===== src/rtl/clk_sel_ctrl_if.sv =====
// rtl/clk_sel_ctrl_if.sv - clock-select controller qualification inputs and mux/status outputs
interface clk_sel_ctrl_if #(
    parameter int CNT_W = 16
);
    logic             ext_toggle;
    logic             ext_locked;
    logic             force_int;
    logic             clk_int_select;
    logic             ext_freq_ok;
    logic [CNT_W-1:0] ext_count;
    logic             ext_selected;
    logic [7:0]       fallback_count;
    logic [1:0]       state;

    modport master (
        output ext_toggle, ext_locked, force_int,
        input  clk_int_select, ext_freq_ok, ext_count, ext_selected, fallback_count, state
    );

    modport slave (
        input  ext_toggle, ext_locked, force_int,
        output clk_int_select, ext_freq_ok, ext_count, ext_selected, fallback_count, state
    );
endinterface


===== src/rtl/clk_sel_ctrl.sv =====
// rtl/clk_sel_ctrl.sv - qualifies the external clock by edge count and lock, drives the ext/int mux select
module clk_sel_ctrl #(
    parameter int WINDOW_CYCLES   = 1000,
    parameter int EXPECTED_CNT    = 400,
    parameter int TOL             = 8,
    parameter int QUAL_WINDOWS    = 4,
    parameter int HOLDOFF_WINDOWS = 16,
    parameter int CNT_W           = 16
) (
    input  logic         clk,
    input  logic         nrst,
    clk_sel_ctrl_if.slave bus
);

    localparam int WIN_W  = (WINDOW_CYCLES > 1) ? $clog2(WINDOW_CYCLES) : 1;
    localparam int QUAL_W = $clog2(QUAL_WINDOWS + 1);
    localparam int HOLD_W = $clog2(HOLDOFF_WINDOWS + 1);

    localparam logic [WIN_W-1:0]  WIN_LAST = WIN_W'(WINDOW_CYCLES - 1);
    localparam logic [CNT_W-1:0]  CNT_LO   = CNT_W'(EXPECTED_CNT - TOL);
    localparam logic [CNT_W-1:0]  CNT_HI   = CNT_W'(EXPECTED_CNT + TOL);
    localparam logic [QUAL_W-1:0] QUAL_MAX = QUAL_W'(QUAL_WINDOWS);
    localparam logic [HOLD_W-1:0] HOLD_MAX = HOLD_W'(HOLDOFF_WINDOWS - 1);

    typedef enum logic [1:0] {
        INT_IDLE = 2'd0,
        QUAL     = 2'd1,
        EXT_RUN  = 2'd2,
        HOLDOFF  = 2'd3
    } state_t;

    logic [2:0]        tog_sync;
    logic [2:0]        lock_sync;
    logic              edge_det;
    logic              lock_ok;

    logic [WIN_W-1:0]  win_cnt;
    logic              window_end;
    logic [CNT_W-1:0]  edge_cnt;
    logic [CNT_W-1:0]  win_total;
    logic              good_win;

    logic [CNT_W-1:0]  ext_count_q;
    logic              freq_ok_q;

    state_t            state, state_nxt;
    logic [QUAL_W-1:0] qual_cnt, qual_nxt;
    logic [HOLD_W-1:0] hold_cnt, hold_nxt;
    logic              fb_inc;
    logic              sel_q;
    logic              ext_sel_q;
    logic [7:0]        fb_cnt;

    // Bit 0 is the first synchronizer stage; both inputs are fully asynchronous.
    always_ff @(posedge clk) begin
        if (!nrst) begin
            tog_sync  <= '0;
            lock_sync <= '0;
        end else begin
            tog_sync  <= {tog_sync[1:0], bus.ext_toggle};
            lock_sync <= {lock_sync[1:0], bus.ext_locked};
        end
    end

    assign edge_det   = tog_sync[2] ^ tog_sync[1];
    assign lock_ok    = lock_sync[2];
    assign window_end = (win_cnt == WIN_LAST);

    // Running total including this cycle's edge, saturating at all-ones.
    assign win_total = (edge_det && !(&edge_cnt)) ? edge_cnt + CNT_W'(1) : edge_cnt;
    assign good_win  = (win_total >= CNT_LO) && (win_total <= CNT_HI) && lock_ok;

    always_ff @(posedge clk) begin
        if (!nrst) begin
            win_cnt     <= '0;
            edge_cnt    <= '0;
            ext_count_q <= '0;
            freq_ok_q   <= 1'b0;
        end else begin
            win_cnt <= window_end ? '0 : win_cnt + WIN_W'(1);
            if (window_end) begin
                edge_cnt    <= '0;
                ext_count_q <= win_total;
                freq_ok_q   <= good_win;
            end else begin
                edge_cnt    <= win_total;
            end
        end
    end

    always_comb begin
        state_nxt = state;
        qual_nxt  = qual_cnt;
        hold_nxt  = hold_cnt;
        fb_inc    = 1'b0;
        case (state)
            INT_IDLE: begin
                if (window_end && good_win && !bus.force_int) begin
                    state_nxt = QUAL;
                    qual_nxt  = QUAL_W'(1);
                end
            end
            QUAL: begin
                if (bus.force_int) begin
                    state_nxt = INT_IDLE;
                    qual_nxt  = '0;
                end else if (window_end) begin
                    if (!good_win) begin
                        state_nxt = INT_IDLE;
                        qual_nxt  = '0;
                    end else if (qual_cnt + QUAL_W'(1) >= QUAL_MAX) begin
                        state_nxt = EXT_RUN;
                        qual_nxt  = '0;
                    end else begin
                        qual_nxt  = qual_cnt + QUAL_W'(1);
                    end
                end
            end
            EXT_RUN: begin
                // force_int wins over a simultaneous lock loss and is not a fallback.
                if (bus.force_int) begin
                    state_nxt = INT_IDLE;
                end else if (!lock_ok || (window_end && !good_win)) begin
                    state_nxt = HOLDOFF;
                    hold_nxt  = '0;
                    fb_inc    = 1'b1;
                end
            end
            HOLDOFF: begin
                if (window_end) begin
                    if (hold_cnt == HOLD_MAX) begin
                        state_nxt = INT_IDLE;
                        hold_nxt  = '0;
                    end else begin
                        hold_nxt  = hold_cnt + HOLD_W'(1);
                    end
                end
            end
            default: state_nxt = INT_IDLE;
        endcase
    end

    always_ff @(posedge clk) begin
        if (!nrst) begin
            state     <= INT_IDLE;
            qual_cnt  <= '0;
            hold_cnt  <= '0;
            sel_q     <= 1'b1;
            ext_sel_q <= 1'b0;
            fb_cnt    <= '0;
        end else begin
            state     <= state_nxt;
            qual_cnt  <= qual_nxt;
            hold_cnt  <= hold_nxt;
            sel_q     <= (state_nxt != EXT_RUN);
            ext_sel_q <= (state_nxt == EXT_RUN);
            if (fb_inc && (fb_cnt != 8'hFF)) begin
                fb_cnt <= fb_cnt + 8'd1;
            end
        end
    end

    assign bus.clk_int_select = sel_q;
    assign bus.ext_freq_ok    = freq_ok_q;
    assign bus.ext_count      = ext_count_q;
    assign bus.ext_selected   = ext_sel_q;
    assign bus.fallback_count = fb_cnt;
    assign bus.state          = state;

endmodule


===== src/flat_wrapper.sv =====
// flat-port wrapper written by rule: the top's interface ports become plain ports
module clk_sel_ctrl_flat 
#(
    parameter int WINDOW_CYCLES   = 1000,
    parameter int EXPECTED_CNT    = 400,
    parameter int TOL             = 8,
    parameter int QUAL_WINDOWS    = 4,
    parameter int HOLDOFF_WINDOWS = 16,
    parameter int CNT_W           = 16
)
  (clk, nrst, bus_ext_toggle, bus_ext_locked, bus_force_int, bus_clk_int_select, bus_ext_freq_ok, bus_ext_count, bus_ext_selected, bus_fallback_count, bus_state);
  clk_sel_ctrl_if #(.CNT_W(CNT_W)) bus_i ();
  input  logic clk;
  input  logic nrst;
  input wire logic [$bits(bus_i.ext_toggle)-1:0] bus_ext_toggle;
  input wire logic [$bits(bus_i.ext_locked)-1:0] bus_ext_locked;
  input wire logic [$bits(bus_i.force_int)-1:0] bus_force_int;
  output wire logic [$bits(bus_i.clk_int_select)-1:0] bus_clk_int_select;
  output wire logic [$bits(bus_i.ext_freq_ok)-1:0] bus_ext_freq_ok;
  output wire logic [$bits(bus_i.ext_count)-1:0] bus_ext_count;
  output wire logic [$bits(bus_i.ext_selected)-1:0] bus_ext_selected;
  output wire logic [$bits(bus_i.fallback_count)-1:0] bus_fallback_count;
  output wire logic [$bits(bus_i.state)-1:0] bus_state;
  assign bus_i.ext_toggle = bus_ext_toggle;
  assign bus_i.ext_locked = bus_ext_locked;
  assign bus_i.force_int = bus_force_int;
  assign bus_clk_int_select = bus_i.clk_int_select;
  assign bus_ext_freq_ok = bus_i.ext_freq_ok;
  assign bus_ext_count = bus_i.ext_count;
  assign bus_ext_selected = bus_i.ext_selected;
  assign bus_fallback_count = bus_i.fallback_count;
  assign bus_state = bus_i.state;
  clk_sel_ctrl #(.WINDOW_CYCLES(WINDOW_CYCLES), .EXPECTED_CNT(EXPECTED_CNT), .TOL(TOL), .QUAL_WINDOWS(QUAL_WINDOWS), .HOLDOFF_WINDOWS(HOLDOFF_WINDOWS), .CNT_W(CNT_W)) u_core (.clk(clk), .nrst(nrst), .bus(bus_i));
endmodule

===== config.mk =====
export PLATFORM = sky130hd
export DESIGN_NAME = clk_sel_ctrl_flat
export DESIGN_NICKNAME = d
export VERILOG_FILES = /design/src/rtl/clk_sel_ctrl_if.sv /design/src/rtl/clk_sel_ctrl.sv /design/src/flat_wrapper.sv
export SDC_FILE = /design/constraint.sdc
export NUM_CORES = 1
export LEC_CHECK = 0
export CAP_MARGIN = 5
export CORE_MARGIN = 1.5
export CORE_UTILIZATION = 30
export DETAILED_ROUTE_END_ITERATION = 10
export SLEW_MARGIN = 0
export SYNTH_ARGS = -nofsm -noshare
export SYNTH_HDL_FRONTEND = slang
export SYNTH_SLANG_ARGS = --single-unit

===== constraint.sdc =====
create_clock -name clk -period 3.49 [get_ports clk]
set_input_delay 0.5235 -clock clk [delete_from_list [all_inputs] [get_ports clk]]
set_output_delay 0.5235 -clock clk [all_outputs]
set_load 0.1 [all_outputs]

==> results.yml <==
outcome:
  status: "finished, final reports clean"
logic_synthesis:
  yosys.area.top_type: "dfxtp_1"
  yosys.area.top_type_share_pct: 43.8
  synth_ff_type: "dfxtp_1"
  synth_nets: 387
  synth_area_um2: 3150
  synth-edff-count: 0
  ys_ff_latch: 69
  yosysWarnings: 0
  synth.area.top_cells: "dfxtp_1 44%, nor2_1 7.6%, a21oi_1 4.3%"
  ys_seq_area_share_pct: 43.8
  syn_inst: 377
  postSynth.asyncResetShare_pct: 0
  ys_types: 47
  avgSynthCellArea_um2: 8.37
grt:
  grt_start_max_net_pins: 45
  grt_antenna_before_repair: 0
  overflow: 0
  grt_pass1_wl_um: 12100
  grt_use_total_pct: 13.5
  grt_pass1_vias: 2683
route:
  vias_per_cell: 4.98
  drt_iter0_markers: 101
  drc_errors: 0
  wl_per_cell_um: 12.7
  vias: 2754
  dr.pass1.iters: 4
  wl_um: 7050
  antenna_left: 0
sta:
  finClkSkew_ns: 0.00604
  worst_pin_slew_ns: 0.976
  max_slew_margin_pct: 34.7
  drv_slew: 0
  setup_violations: 0
  timing.final.crit_share_pct: 92.2
  period_minus_slack_ns: 3.22
  max_freq_mhz: 311
  rsz0062_at_grt: "no"
  fin_setup_tns_ns: 0
  hold_viol_final: 0
final_layout:
  fin_util_pct: 37.6
  final_cells: 553
  area_growth_pct: 22.6
  layout-drive-gt1-share_pct: 6.71
  nets: 422
  fillers: 1076
  antennaDiodeCount: 0
critical_path:
  rr_worst_depth: 9
  cp.buffers_inverters: 1
  critical-path-max-stage-delay_ns: 0.54
  crit_slowest_cell: "or4_1"
  end_kind: "register"
  crit_chain: "nand3_1, or4_1, or3b_1, mux2i_1, or3b_1, a2111oi_2, buf_4, or2_0, and4_1"
  crit_path_frequent_cell: "or3b_1"
  arrival_ns: 3.50
  regToRegSetupSlack_ns: 0.27
  worst-path-max-fanout: 12
  cp-start-kind: "register"
  critical_path_class: "register to register"
  worstSetupPathDepth: 9
  critical-path-top-delay-family: "simple AND/OR/NAND/NOR gates"
  required_ns: 3.77
clock_network:
  cts.sinks: 69
  cts_root_buf: "clkbuf_8"
  cts.clk_slew.worst_paths_ns: 0.07
  clk_latency_ns: 0.35
  cts_tree: "built"
  ctsHoldBuffers: 0
  h-tree-depth: 3
  cts_buffers: 9
  clk_path_buf_depth: 2
placement:
  port_buffers: 33
  dp.cells: 537
  dp_hpwl_um: 4840
  gp_congestion: 0.830
power_and_ir_drop:
  clkPwrFrac_pct: 46.6
  power_frac_comb_pct: 2.8
  cellPowerDensity_nw_per_um2: 409
  power.internal_mw: 1.25
  vdd_drop_max_uv: 211
  p_leak_nw: 1.33
  seqPwrFrac_pct: 50.6
  sw_frac_of_total_pct: 20.9
  p_sw_mw: 0.330
floorplan:
  start_util_pct: 30.7
  core_region_area_um2: 10300
  rows: 37
  fp.dieArea_um2: 11100
  die_y_um: 106
  io_pins: 34
  die_x_um: 106
worst_hold_path:
  min_path_type: "register to register"
  hold_depth: 1
job:
  maxCapViolations: 0
-- registers in the layout, indices dropped and copies added, names as in the netlist --
register and flops:
u_core.bus.clk_int_select 1, u_core.bus.ext_count 16, u_core.bus.ext_freq_ok 1, u_core.bus.ext_selected 1, u_core.bus.fallback_count 8, u_core.bus.state 2
u_core.edge_cnt 16, u_core.hold_cnt 5, u_core.lock_sync 3, u_core.qual_cnt 3, u_core.tog_sync 3, u_core.win_cnt 10
-- synthesized netlist by cell type (2+ instances only) --
cell and n:
a211o_1 4, a21boi_0 2, a21oi_1 27, a311oi_1 2
a31oi_1 5, and2_1 10, and3_1 6, clkbuf_1 15
dfxtp_1 69, ha_1 5, inv_1 8, mux2i_1 7
nand2_1 27, nand2b_1 9, nand3_1 21, nand4_1 13
nor2_1 64, nor3_1 6, nor4_1 10, o21ai_0 7
o311ai_0 3, o31ai_1 5, or3_1 3, or3b_1 2
or4_1 4, xnor2_1 11, xor2_1 12
-- timing repair --
action	CTS	global route
setup endpoints to repair	0	6
buffers inserted	0	0
gates resized for setup	0	1
-- power groups by stage --
stage / clock [mW] / combinational (mW) / sequential [mW]
3_3_place_gp: 0 / 0.0441 / 0.818
2_1_floorplan: 0 / 0.0293 / 0.817
5_1_grt: 0.789 / 0.0509 / 0.801
3_5_place_dp: 0 / 0.0456 / 0.818
4_1_cts: 0.757 / 0.0457 / 0.800
6_report: 0.736 / 0.0446 / 0.800
-- worst paths after layout --
kind | start | endpoint
setup / recovery | u_core.edge_cnt[2] | u_core.bus.ext_selected
hold / removal | u_core.lock_sync[0] | u_core.lock_sync[1]
setup reg to reg | u_core.edge_cnt[2] | u_core.bus.ext_selected
hold reg to reg | u_core.lock_sync[0] | u_core.lock_sync[1]
-- per-stage QoR --
step | cell area (um^2) | power, mW | worst slack [ns] | hold slack (ns)
5_1_grt | 3870 | 1.64 | 0.00240 | 0.454
3_3_place_gp | 3640 | 0.862 | 0.329 | 0.417
4_1_cts | 3860 | 1.60 | 0.134 | 0.436
6_report | 3870 | 1.58 | 0.273 | 0.432
3_5_place_dp | 3640 | 0.864 | 0.177 | 0.421
2_1_floorplan | 3150 | 0.846 | 0.607 | 0.412
-- worst reg2reg max path: cells and delay by family, from the launching register on --
family	cells	cell delay, ns
AOI/OAI and AO/OA	1	0.25
buffers and inverters	1	0.25
DFF	1	0.46
muxes	1	0.18
and+or+nand+nor	6	2.02
-- placed cells by master, fill, tap and decap left out, types with 3 or more instances in the layout --
cell,Yosys,final
dfxtp_1,69,69
nor2_1,64,64
clkdlybuf4s50_1,0,32
nand2_1,27,27
a21oi_1,27,27
nand3_1,21,21
nand4_1,13,13
xor2_1,12,12
xnor2_1,11,11
clkbuf_8,0,11
nor4_1,10,10
and2_1,10,10
nand2b_1,9,9
inv_1,8,8
buf_4,0,8
mux2i_1,7,7
o21ai_0,7,7
and3_1,6,6
nor3_1,6,5
o31ai_1,5,5
a31oi_1,5,5
ha_1,5,5
or4_1,4,4
a211o_1,4,4
or3_1,3,3
o311ai_0,3,3
-- per-layer routing --
| metal | global-route usage (%) | part of all wire (%) | routed length, um |
|---|---|---|---|
| met2 | 21.8 | 46 | 3260 |
| met5 | 0 | 0 | 0 |
| met1 | 16.9 | 48 | 3380 |
| met3 | 3.53 | 4.3 | 300 |
| met4 | 5.69 | 1.5 | 109 |
-- final cells by class --
cell class	count	area [um^2]	area share, %
timing repair buffer	40	380	9.84
inverter	8	30.0	0.776
tap	136	170	4.40
sequential	69	1380	35.7
multi-input combinational	284	1680	43.4
clock buffer	12	155	4.01
clock inverter	4	70.1	1.81
-- cells by family after synthesis --
logic type	synth area share (%)
XOR/XNOR	6.39
flip-flops	43.8
multiplexers	2.58
adder cells (fa/ha/maj)	1.98
AO/OA/AOI/OAI	13.3
buffers and inverters	3.09
AND/OR/NAND/NOR	28.9
(Power assumes the default switching activity.)
